--- src/rtl/ddr_out_serializer.sv ---
// ddr_out_serializer
// Takes BEATS-beat words over a valid/ready handshake and presents them as
// (high-phase, low-phase) beat pairs, one pair per clock, for a DDR output
// primitive. Output enable is held for OE_EXTEND cycles after a burst and the
// forwarded clock is enabled only while a real pair is being shown.
//
// Handshake: a word transfers on a rising edge where in_valid and in_ready
// are both high. in_ready is combinational from state and rst_n and never
// depends on in_valid; in_data must be stable whenever in_valid is high and
// is sampled only at the accepting edge.
module ddr_out_serializer #(
    parameter int WIDTH     = 8,
    parameter int BEATS     = 4,
    parameter int IDLE_HIGH = 0,
    parameter int OE_EXTEND = 1
) (
    input  logic                   clk,
    input  logic                   rst_n,
    input  logic [WIDTH*BEATS-1:0] in_data,
    input  logic                   in_valid,
    output logic                   in_ready,
    output logic [WIDTH-1:0]       out_h,
    output logic [WIDTH-1:0]       out_l,
    output logic                   out_oe,
    output logic                   out_clken,
    output logic                   busy,
    output logic [1:0]             dbg_state
);

    localparam int PAIRS = BEATS / 2;
    localparam int TOT   = WIDTH * BEATS;
    localparam int CNT_W = (PAIRS > 1) ? $clog2(PAIRS) : 1;

    localparam logic [CNT_W-1:0] LAST_PAIR = CNT_W'(PAIRS - 1);
    localparam logic [3:0]       TAIL_INIT = (OE_EXTEND > 0) ? 4'(OE_EXTEND - 1) : 4'd0;
    localparam logic [WIDTH-1:0] IDLE_VAL  = (IDLE_HIGH != 0) ? {WIDTH{1'b1}} : {WIDTH{1'b0}};

    // Reject parameter sets the datapath cannot represent.
    generate
        if ((BEATS < 2) || ((BEATS % 2) != 0)) begin : g_bad_beats
            $error("ddr_out_serializer: BEATS must be even and at least 2");
        end
        if ((OE_EXTEND < 0) || (OE_EXTEND > 15)) begin : g_bad_oe
            $error("ddr_out_serializer: OE_EXTEND must be in 0..15");
        end
    endgenerate

    typedef enum logic [1:0] {
        ST_IDLE  = 2'd0,
        ST_SHIFT = 2'd1,
        ST_TAIL  = 2'd2
    } state_t;

    state_t             r_state,    w_state_nxt;
    logic [CNT_W-1:0]   r_pair_cnt, w_pair_cnt_nxt;
    logic [3:0]         r_tail_cnt, w_tail_cnt_nxt;
    logic [TOT-1:0]     r_word,     w_word_nxt;
    logic [WIDTH-1:0]   r_out_h,    w_out_h_nxt;
    logic [WIDTH-1:0]   r_out_l,    w_out_l_nxt;
    logic               r_oe,       w_oe_nxt;
    logic               r_clken,    w_clken_nxt;

    logic               w_accept;
    logic [2*WIDTH-1:0] w_first_pair;
    logic [2*WIDTH-1:0] w_next_pair;

    // Pick pair idx (beats 2*idx and 2*idx+1) out of a word; low beat of the
    // pair goes to the high phase.
    function automatic logic [2*WIDTH-1:0] pair_sel(input logic [TOT-1:0]   word,
                                                    input logic [CNT_W-1:0] idx);
        logic [2*WIDTH-1:0] sel;
        sel = '0;
        for (int p = 0; p < PAIRS; p++) begin
            if (idx == CNT_W'(p)) begin
                sel = word[p*2*WIDTH +: 2*WIDTH];
            end
        end
        return sel;
    endfunction

    assign in_ready     = rst_n & ((r_state != ST_SHIFT) | (r_pair_cnt == LAST_PAIR));
    assign w_accept     = in_valid & in_ready;
    assign w_first_pair = in_data[2*WIDTH-1:0];
    assign w_next_pair  = pair_sel(r_word, r_pair_cnt + CNT_W'(1));

    // Next-state and next-output logic; every output defaults to idle.
    always_comb begin
        w_state_nxt    = r_state;
        w_pair_cnt_nxt = r_pair_cnt;
        w_tail_cnt_nxt = r_tail_cnt;
        w_word_nxt     = r_word;
        w_out_h_nxt    = IDLE_VAL;
        w_out_l_nxt    = IDLE_VAL;
        w_oe_nxt       = 1'b0;
        w_clken_nxt    = 1'b0;

        if (w_accept) begin
            // A new word always starts the same way, whether from IDLE,
            // from TAIL, or gaplessly after the last pair.
            w_state_nxt    = ST_SHIFT;
            w_pair_cnt_nxt = '0;
            w_tail_cnt_nxt = '0;
            w_word_nxt     = in_data;
            w_out_h_nxt    = w_first_pair[WIDTH-1:0];
            w_out_l_nxt    = w_first_pair[2*WIDTH-1:WIDTH];
            w_oe_nxt       = 1'b1;
            w_clken_nxt    = 1'b1;
        end else begin
            unique case (r_state)
                ST_IDLE: begin
                    w_state_nxt = ST_IDLE;
                end
                ST_SHIFT: begin
                    if (r_pair_cnt != LAST_PAIR) begin
                        w_pair_cnt_nxt = r_pair_cnt + CNT_W'(1);
                        w_out_h_nxt    = w_next_pair[WIDTH-1:0];
                        w_out_l_nxt    = w_next_pair[2*WIDTH-1:WIDTH];
                        w_oe_nxt       = 1'b1;
                        w_clken_nxt    = 1'b1;
                    end else if (OE_EXTEND > 0) begin
                        w_state_nxt    = ST_TAIL;
                        w_tail_cnt_nxt = TAIL_INIT;
                        w_oe_nxt       = 1'b1;
                    end else begin
                        w_state_nxt    = ST_IDLE;
                    end
                end
                ST_TAIL: begin
                    if (r_tail_cnt == 4'd0) begin
                        w_state_nxt    = ST_IDLE;
                    end else begin
                        w_tail_cnt_nxt = r_tail_cnt - 4'd1;
                        w_oe_nxt       = 1'b1;
                    end
                end
                default: begin
                    w_state_nxt = ST_IDLE;
                end
            endcase
        end
    end

    // State, counters, word store and registered pad outputs.
    always_ff @(posedge clk) begin
        if (!rst_n) begin
            r_state    <= ST_IDLE;
            r_pair_cnt <= '0;
            r_tail_cnt <= '0;
            r_word     <= '0;
            r_out_h    <= IDLE_VAL;
            r_out_l    <= IDLE_VAL;
            r_oe       <= 1'b0;
            r_clken    <= 1'b0;
        end else begin
            r_state    <= w_state_nxt;
            r_pair_cnt <= w_pair_cnt_nxt;
            r_tail_cnt <= w_tail_cnt_nxt;
            r_word     <= w_word_nxt;
            r_out_h    <= w_out_h_nxt;
            r_out_l    <= w_out_l_nxt;
            r_oe       <= w_oe_nxt;
            r_clken    <= w_clken_nxt;
        end
    end

    assign out_h     = r_out_h;
    assign out_l     = r_out_l;
    assign out_oe    = r_oe;
    assign out_clken = r_clken;
    assign busy      = (r_state != ST_IDLE);
    assign dbg_state = r_state;

endmodule
--- config.mk ---
export PLATFORM = sky130hd
export DESIGN_NAME = ddr_out_serializer
export DESIGN_NICKNAME = d
export VERILOG_FILES = /design/src/rtl/ddr_out_serializer.sv
export SDC_FILE = /design/constraint.sdc
export NUM_CORES = 1
export LEC_CHECK = 0
export ABC_AREA = 1
export BUFFER_PORTS_ARGS = -buffer_cell sky130_fd_sc_hd__buf_2
export CAP_MARGIN = 15
export CORE_MARGIN = 1
export CORE_UTILIZATION = 45
export CTS_CLUSTER_SIZE = 40
export DETAILED_ROUTE_END_ITERATION = 8
export PLACE_DENSITY = 0.72
export SLEW_MARGIN = 20
export SYNTH_ARGS = -nofsm -noshare
export SYNTH_HDL_FRONTEND = slang
export SYNTH_SLANG_ARGS = --single-unit
--- constraint.sdc ---
create_clock -name clk -period 2.2 [get_ports clk]
set_clock_uncertainty 0.15 [all_clocks]
set_input_delay 0.33 -clock clk [delete_from_list [all_inputs] [get_ports clk]]
set_output_delay 0.33 -clock clk [all_outputs]
set_load 0.02 [all_outputs]
==> metrics, run 1 <==
grt ovf 0; CP Class reg -> out; post_cts resized 0; R2R depth 9; area growth from synthesis to layout 23.9%; outcome complete, no violations; Final Hold Violating Endpoints 0; LEAKAGE 0.957 nW; Max Clk Rate between 400 and 500 MHz; Detail Placement HPWL 2350 µm; CTS Buffer Depth 2; DIE WIDTH 63.3 µm; adder-cell share of the synthesized area 0.0296; vias per cell 4.91; top-count cell post-synth nand2_1; Core ar. 3470 µm²; PortBufs 56; utilization after layout 0.605; TritonCTS Sinks 41; routability cong. 0.807; post-synthesis sequential area ratio 0.485; Final TNS setup 0 ns; top_reg_cell synth dfxtp_1; Syn Inst Count 214; main combinational cell family by area after synthesis simple AND/OR/NAND/NOR gates; met2 usage 0.293; Rows 21; hold path endpoint out_h[4]; Worst R2R Setup Slack roughly 0.37 ns; num ports 57; Clock transition at path regs 0.08 ns; Period minus WS final 2.05 ns; Routed Antenna Nets 0; slowest cell on the critical path dfxtp_1; crit-path cells inv_1 > ha_1 > inv_1 > nor2_8 > nor2_8 > buf_2; Synth top cells by count nand2_1 (52), dfxtp_1 (41), nand3_1 (36); total track usage 0.178; compound-gate portion of the synthesized area 0.120; Max FO, Critical Path 19; asr flop ratio synth 0; antenna cells 0; Post-Synthesis Cell Area 1690 µm²; die area 4010 µm²; DR WL/cell 10.9 µm; RSZ-0062 raised after global routing no; CP delay by family, top buffers and inverters; CP max stage delay around 0.37 ns; vias in the first global route about 1,400; area share of the largest cell type after synthesis 0.485; Syn Nets 253; met3 GRT Util 0.0435; Synth Area in Simple Gates 0.288; Post-synth EDFFs 0; first-pass GRT wire length between 5000 and 6000 µm; grt met1 use 0.229; largest net degree at the start of global routing 35; power density over the cells 715 nW/µm²; H-tree lvl count 2; Vias 1,562; Slew Viols, Final 0; area leader, netlist dfxtp_1; reg-to-reg critical path startpoint dbg_state[1]; worst-skew pair later-pin latency between 0.2 and 0.3 ns; Synth cell types 19; Remaining DRCs 0; proportion of synthesized area in mux cells 0; Buf/Inv on CP 3; post-synthesis xor/xnor area fraction 0; Hold Path Class in -> reg; Starting DRT DRC Count 88; Hold Path Cell Cnt 3; max cap viols 0; Ys Warns 0; worst vdd ir approximately 0.44 mV; Avg Cell Area, Syn a little under 8 µm²; CTS Root Cell clkbuf_8; CTS tree done; final wirelength 3480 µm; slew margin rel. 0.673; GRT busiest layer met2; Yosys reg bits slightly above 40; first drt pass iteration count 4; R2R Path End r_word[26]; Worst Tran Pin Value 0.491 ns; height of the chip 63.3 µm; antenna violations before repair 0; Area contributors post-synth dfxtp_1 (48%), nand2_1 (12%), nand3_1 (11%), a21oi_1 (10%), ha_1 (3.0%); Initial Utilization 0.488; setup violators final 0; Data required, critical path 1.72 ns; Crit path arrival time between 1.5 and 2 ns; Startpoint Class flip-flop; # fillers 346; Hold Crit Start in_data[4]; Final Cycle Share 0.930; layout cell share with drive strength beyond 1 0.283; Nets 311; Inserted Clock Buffers 5; Critical Path Sink Type primary output
==> state kept, by name (all words and copies together), names as in the netlist <==
| name | flops |
|---|---|
| out_clken | 1 |
| r_word | 16 |
| out_l | 8 |
| out_oe | 1 |
| r_pair_cnt | 1 |
| dbg_state | 2 |
| r_tail_cnt | 4 |
| out_h | 8 |
==> power by group <==
part	internal (mW)	switching, mW
logic	0.0844	0.138
registers	0.774	0.0146
clock network	0.248	0.241
==> cells by family (layout without fill, tap and decap cells) <==
family                   after synthesis  in the layout
AO/OA/AOI/OAI                         38             38
adder cells (fa/ha/maj)                4              4
buffers and inverters                 26             83
flip-flops                            41             41
AND/OR/NAND/NOR                      105            106
==> final cells by class <==
| type | count | area (µm²) | share of cell area |
|---|---|---|---|
| clock buffer | 6 | 82.6 | 0.0394 |
| clock inverter | 1 | 7.51 | 0.00358 |
| inverter | 14 | 52.6 | 0.0250 |
| multi-input combinational | 148 | 752 | 0.358 |
| sequential | 41 | 821 | 0.391 |
| tap | 46 | 57.6 | 0.0274 |
| timing repair buffer | 62 | 325 | 0.155 |
==> how the worst max path moves through the flow <==
stage	from	to	depth (start not counted)
floorplan	dbg_state[1]	in_ready	6
global placement	dbg_state[1]	r_word[18]	8
CTS	dbg_state[1]	in_ready	6
global route	dbg_state[1]	in_ready	6
detailed placement	dbg_state[1]	r_word[17]	8
finish	dbg_state[1]	in_ready	6
==> per-stage QoR <==
step	total power, mW	instance area, µm²	setup WS [ns]	instances	hold slack [ns]
2_1_floorplan	0.957	1690	0.439	214	0.289
3_3_place_gp	1.02	1970	0.354	307	0.298
3_5_place_dp	1.02	1970	0.302	307	0.303
4_1_cts	1.50	2060	0.0117	314	0.155
5_1_grt	1.57	2100	0.0537	318	0.157
6_report	1.50	2100	0.154	318	0.157
==> metal layers <==
metal	vias up	routed length, µm
met5	-	0
met4	0	27
met3	2	246
met2	51	1590
met1	692	1610
li1	817	-
==> timing repair <==
action / 4_1_cts / 5_1_grt
hold buffers: 0 / 0
buffers inserted: 0 / 3
endpoints found under the setup margin: 0 / 1
==> cells in the final DEF (no fill, tap or decap) <==
cell type   count
clkbuf_8        6
o21a_1          1
nand3_1        36
nand2_1        52
nor2_8          2
nor2_4          1
nor2_1         11
clkinvlp_4      1
inv_1          12
or2_2           1
inv_2           2
dfxtp_1        41
nand4_1         2
buf_2          56
ha_1            4
a21oi_1        35
o21ai_0         1
buf_4           6
a21oi_4         1
nand2_4         1
==> worst reg2reg max path, stage by stage, from the launching register on <==
cell     delay [ns]
dfxtp_1        0.34
inv_1          0.08
ha_1           0.16
inv_1          0.11
nor2_8         0.30
nor2_8         0.09
buf_4          0.15
nand2_4        0.17
nand2_1        0.08
a21oi_1        0.14
(Power assumes the default switching activity.)
==> inputs of run 2 (changes only) <==
==> constraint.sdc (replaced) <==
create_clock -name clk -period 2.2 [get_ports clk]
set_clock_uncertainty 0.15 [all_clocks]
set_input_delay 0.55 -clock clk [delete_from_list [all_inputs] [get_ports clk]]
set_output_delay 0.55 -clock clk [all_outputs]
set_load 0.02 [all_outputs]
==> run 2 against run 1 <==
Combinational power is 2% lower. Clock power up 17%. First-iteration DRC count shrank 1.1%. Largest power group unchanged. Highest routed layer unchanged.
==> metrics, run 2 (synthesis results as in run 1) <==
GRT busiest layer met2; Final TNS setup 0 ns; sequential power share 0.500; first-pass GRT wire length about 6000 µm; Startpoint Class flip-flop; Core ar. 3470 µm²; met2 usage 0.324; Clk pwr share 0.362; placed cells roughly 310; max FFs per register 16; final wirelength approximately 3500 µm; grt met1 use 0.234; Starting DRT DRC Count 87; hold path endpoint r_word[20]; Net Sw Power 394 µW; power density over the cells 754 nW/µm²; sw frac 0.249; CTS Root Cell clkbuf_8; Final Hold Violating Endpoints 0; R2R depth 9; Period minus WS final 2.06 ns; Final WS setup roughly 0.14 ns; max cap viols 0; P_int 1.19 mW; CTS Buffer Depth 2; outcome complete, no violations; most frequent CP cell nor2_8; Worst R2R Setup Slack between 0.5 and 0.6 ns; height of the chip 63.3 µm; Hold Path Cell Cnt 2; antenna violations before repair 0; antenna cells 0; slew margin rel. 0.663; multi-input combinational cell area 741 µm²; layout cell share with drive strength beyond 1 0.285; vias in the first global route around 1,500; most frequent cells in the layout buf_2 (56), nand2_1 (52), dfxtp_1 (40), nand3_1 (36), a21oi_1 (35); worst vdd ir 0.444 mV; CTS tree done; vias per cell 4.95; Non-Filler Instances 316; Buf/Inv on CP 3; slowest cell on the critical path dfxtp_2; LEAKAGE 0.959 nW; CP Class reg -> out; met3 GRT Util 0.0525; Final Cycle Share 0.935; Nets 309; PortBufs 56; FF/Latch Area 822 µm²; Worst Tran Pin Value 0.505 ns; commonest non-fill, non-tap cell in the layout buf_2; DR WL/cell 11.1 µm; Data required, critical path 1.50 ns; Max FO, Critical Path 9; TritonCTS Sinks 41; Hold Path Class reg -> reg; Hold Crit Start r_word[20]; DIE WIDTH 63.3 µm; R2R Path End r_word[29]; crit-path cells inv_1 > ha_1 > inv_2 > nor2_8 > nor2_8 > buf_2; reg-to-reg critical path startpoint dbg_state[1]; RSZ-0062 raised after global routing no; largest net degree at the start of global routing 35; Max Clk Rate 486 MHz; CP max stage delay 0.35 ns; Vias 1,565; Rows 21; Detail Placement HPWL ~2400 µm; Inserted Clock Buffers 5; CP delay by family, top flip-flops; routability cong. 0.766; H-tree lvl count 2; Crit path arrival time 1.36 ns; cts hold-fix bufs 0; Combinational Power Share 0.138; Slew Viols, Final 0; Place WS around 0.36 ns; Initial Utilization 0.488; area growth from synthesis to layout 23.7%; num ports 57; Critical Path Sink Type primary output; die area around 4000 µm²; grt ovf 0; first drt pass iteration count 4; largest register by flop count r_word; worst-skew pair later-pin latency 0.29 ns; # fillers 356; Clock transition at path regs 0.07 ns; Remaining DRCs 0; Routed Antenna Nets 0; total track usage 0.194; setup violators final 0
## run 2: cell count changes in the layout (fill, tap and decap cells not counted)
cell        delta
buf_4          -1
bufinv_16      +1
clkinvlp_4     -1
inv_1          -1
nor2_4         -1
dfxtp_1        -1
clkbuf_8       -1
dfxtp_2        +1
clkinv_2       +1
inv_2          +1
## run 2: how the worst max path moves through the flow
stage	end	slack, ns	startpoint	cells past startpoint
global placement	in_ready	0.38	dbg_state[1]	6
floorplan	in_ready	0.22	dbg_state[1]	6
global route	in_ready	0.05	dbg_state[1]	6
finish	in_ready	0.14	dbg_state[1]	6
detailed placement	in_ready	0.36	dbg_state[1]	6
CTS	in_ready	0.03	dbg_state[1]	6
## run 2: layout make-up
type / count / area share
Multi-Input combinational cell: 147 / 0.354
Tap cell: 46 / 0.0275
Clock inverter: 2 / 0.0167
Inverter: 14 / 0.0251
Timing Repair Buffer: 61 / 0.152
Sequential cell: 41 / 0.392
Clock buffer: 5 / 0.0329
## run 2: metrics by stage
stage	total power, mW	hold slack (ns)	utilization	cell area (µm²)
final	1.58	0.312	0.604	2090
after global routing	1.66	0.335	0.604	2090
after CTS	1.59	0.315	0.604	2090
after detailed placement	1.02	0.304	0.574	1990
after global placement	1.02	0.298	0.574	1990
after floorplan	0.957	0.289	-	1690
## run 2: power by group through the flow
stage | sequential [mW] | clock [mW] | combinational [mW]
2_1_floorplan | 0.823 | 0 | 0.134
5_1_grt | 0.793 | 0.622 | 0.244
4_1_cts | 0.789 | 0.585 | 0.219
6_report | 0.789 | 0.573 | 0.218
3_5_place_dp | 0.806 | 0 | 0.218
3_3_place_gp | 0.806 | 0 | 0.217
## run 2: metal layers
| metal | vias up | share of wire |
|---|---|---|
| li1 | 811 | - |
| met1 | 705 | 0.46 |
| met2 | 44 | 0.47 |
| met3 | 5 | 0.055 |
| met4 | 0 | 0.017 |
| met5 | - | 0 |
## run 2: worst reg2reg max path: stages (launching register included)
cell     delay (ns)
dfxtp_2        0.35
inv_1          0.06
ha_1           0.20
inv_2          0.12
nor2_8         0.07
nor2_8         0.10
buf_4          0.19
nand2_4        0.16
nand2_1        0.12
a21oi_1        0.06
## run 2: what timing repair did
action | 4_1_cts | 5_1_grt
setup buffers | 0 | 0
resized for setup | 0 | 2
setup endpoints to repair | 0 | 1
==> inputs of run 3 (changes only) <==
--- a/config.mk
+++ b/config.mk
@@ -9,10 +9,10 @@
 export BUFFER_PORTS_ARGS = -buffer_cell sky130_fd_sc_hd__buf_2
 export CAP_MARGIN = 15
 export CORE_MARGIN = 1
-export CORE_UTILIZATION = 45
+export CORE_UTILIZATION = 49
 export CTS_CLUSTER_SIZE = 40
 export DETAILED_ROUTE_END_ITERATION = 8
-export PLACE_DENSITY = 0.72
+export PLACE_DENSITY = 0.77
 export SLEW_MARGIN = 20
 export SYNTH_ARGS = -nofsm -noshare
 export SYNTH_HDL_FRONTEND = slang
==> run 3 against run 2 <==
Maximum frequency fell by 1.3%. Design area fell by 1.8%. Worst setup slack got worse by 0.026 ns. Global-route usage rose by 1.7 points. First-iteration DRC count fell by 44%. Combinational power rose by 2%. Total power fell by 12%. Via count rose by 0.26%. Largest cell class unchanged. Largest power group unchanged.
==> metrics, run 3 (synthesis results as in run 1) <==
outcome complete, no violations; setup violators final 0; Nets 310; antenna violations before repair 0; die area 3690 µm²; worst-skew pair later-pin latency roughly 0.35 ns; Inserted Clock Buffers 5; LEAKAGE 0.939 nW; Final TNS setup 0 ns; total track usage 0.211; Hold Path Class in -> reg; antenna cells 0; Core ar. 3150 µm²; largest register by flop count r_word; power density over the cells 679 nW/µm²; Remaining DRCs 0; Worst Tran Pin Value between 0.4 and 0.5 ns; Final Cycle Share 0.947; Critical Path Sink Type primary output; Place WS approximately 0.3 ns; DIE WIDTH 60.8 µm; first drt pass iteration count 4; TritonCTS Sinks around 40; Startpoint Class flip-flop; routability cong. between 0.7 and 0.8; worst vdd ir between 0.4 and 0.5 mV; Vias 1,569; final wirelength 3550 µm; max cap viols 0; RSZ-0062 raised after global routing no; Routed Antenna Nets 0; layout cell share with drive strength beyond 1 0.288; max FFs per register 16; Final Hold Violating Endpoints 0; Crit path arrival time 1.38 ns; Period minus WS final 2.08 ns; CTS Root Cell clkbuf_4; grt ovf 0; Detail Placement HPWL 2470 µm; num ports 57; DR WL/cell approximately 11 µm; first-pass GRT wire length 5750 µm; vias in the first global route 1,365; Final WS setup 0.117 ns; Rows 20; CTS Buffer Depth 2; Max FO, Critical Path 4; PortBufs 56; Max Clk Rate 480 MHz; Slew Viols, Final 0; Clock transition at path regs 0.12 ns; commonest non-fill, non-tap cell in the layout buf_2; area growth from synthesis to layout 21.5%; most frequent cells in the layout buf_2 (55), nand2_1 (52), dfxtp_1 (40), nand3_1 (36), a21oi_1 (35); CTS tree done; H-tree lvl count 2; largest net degree at the start of global routing 35; Data required, critical path 1.50 ns; CP Class reg -> out; Initial Utilization 0.537; Starting DRT DRC Count 49; slew margin rel. 0.731; height of the chip 60.8 µm; Worst Hold Margin 0.294 ns; vias per cell around 5.0
run 3: changes by cell type in the layout (fill, tap and decap cells not counted):
| cell | previous run | this run |
|---|---|---|
| buf_2 | 56 | 55 |
| buf_4 | 5 | 7 |
| bufinv_16 | 1 | 0 |
| clkbuf_4 | 0 | 5 |
| clkbuf_8 | 5 | 1 |
| clkinv_2 | 1 | 0 |
| clkinvlp_4 | 0 | 1 |
run 3: routing by layer:
metal	global-route usage	vias to the layer above	part of all wire
met1	0.268	697	0.44
met4	0.107	0	0.017
li1	-	816	-
met5	0	-	0
met3	0.0490	7	0.058
met2	0.336	49	0.49
run 3: path summary, 6_finish.rpt:
kind / from / to / slack [ns] / cells past startpoint
worst max-delay path: dbg_state[1] / in_ready / 0.12 / 6
worst min-delay path: in_data[11] / out_l[3] / 0.29 / 3
worst max register to register: dbg_state[1] / r_tail_cnt[1] / 0.39 / 10
worst min register to register: r_word[19] / r_word[19] / 0.32 / 2
run 3: final cells by class:
class	count	area [µm²]
clock buffers	6	51.3
fillers	315	1100
well taps	44	55.1
flip-flops and latches	41	822
clock inverters	1	7.51
multi-input cells	147	741
inverters	14	52.6
repair buffers	62	328
run 3: worst max-delay path, cell delays in order (launching register included):
cell and delay [ns]:
dfxtp_2 0.37, inv_1 0.06, ha_1 0.20, inv_2 0.12, nor2_8 0.06, nor2_8 0.09
buf_4 0.14
run 3: stage by stage:
step	util	instances	power (mW)	instance area, µm²
global placement	0.628	306	1.02	1980
floorplan	-	214	0.957	1690
detailed placement	0.628	306	1.02	1980
finish	0.652	315	1.40	2060
CTS	0.649	314	1.40	2050
global route	0.652	315	1.47	2060
run 3: repair_timing:
| item | CTS | global route |
|---|---|---|
| pin swaps | 1 | 0 |
| hold buffers | 0 | 0 |
| gates resized for setup | 1 | 2 |
| buffers inserted | 1 | 1 |
| setup endpoints to repair | 1 | 1 |
run 3: power breakdown:
part           internal, mW  switching (mW)
Combinational        0.0852           0.137
Clock                 0.150           0.236
Sequential            0.775          0.0145
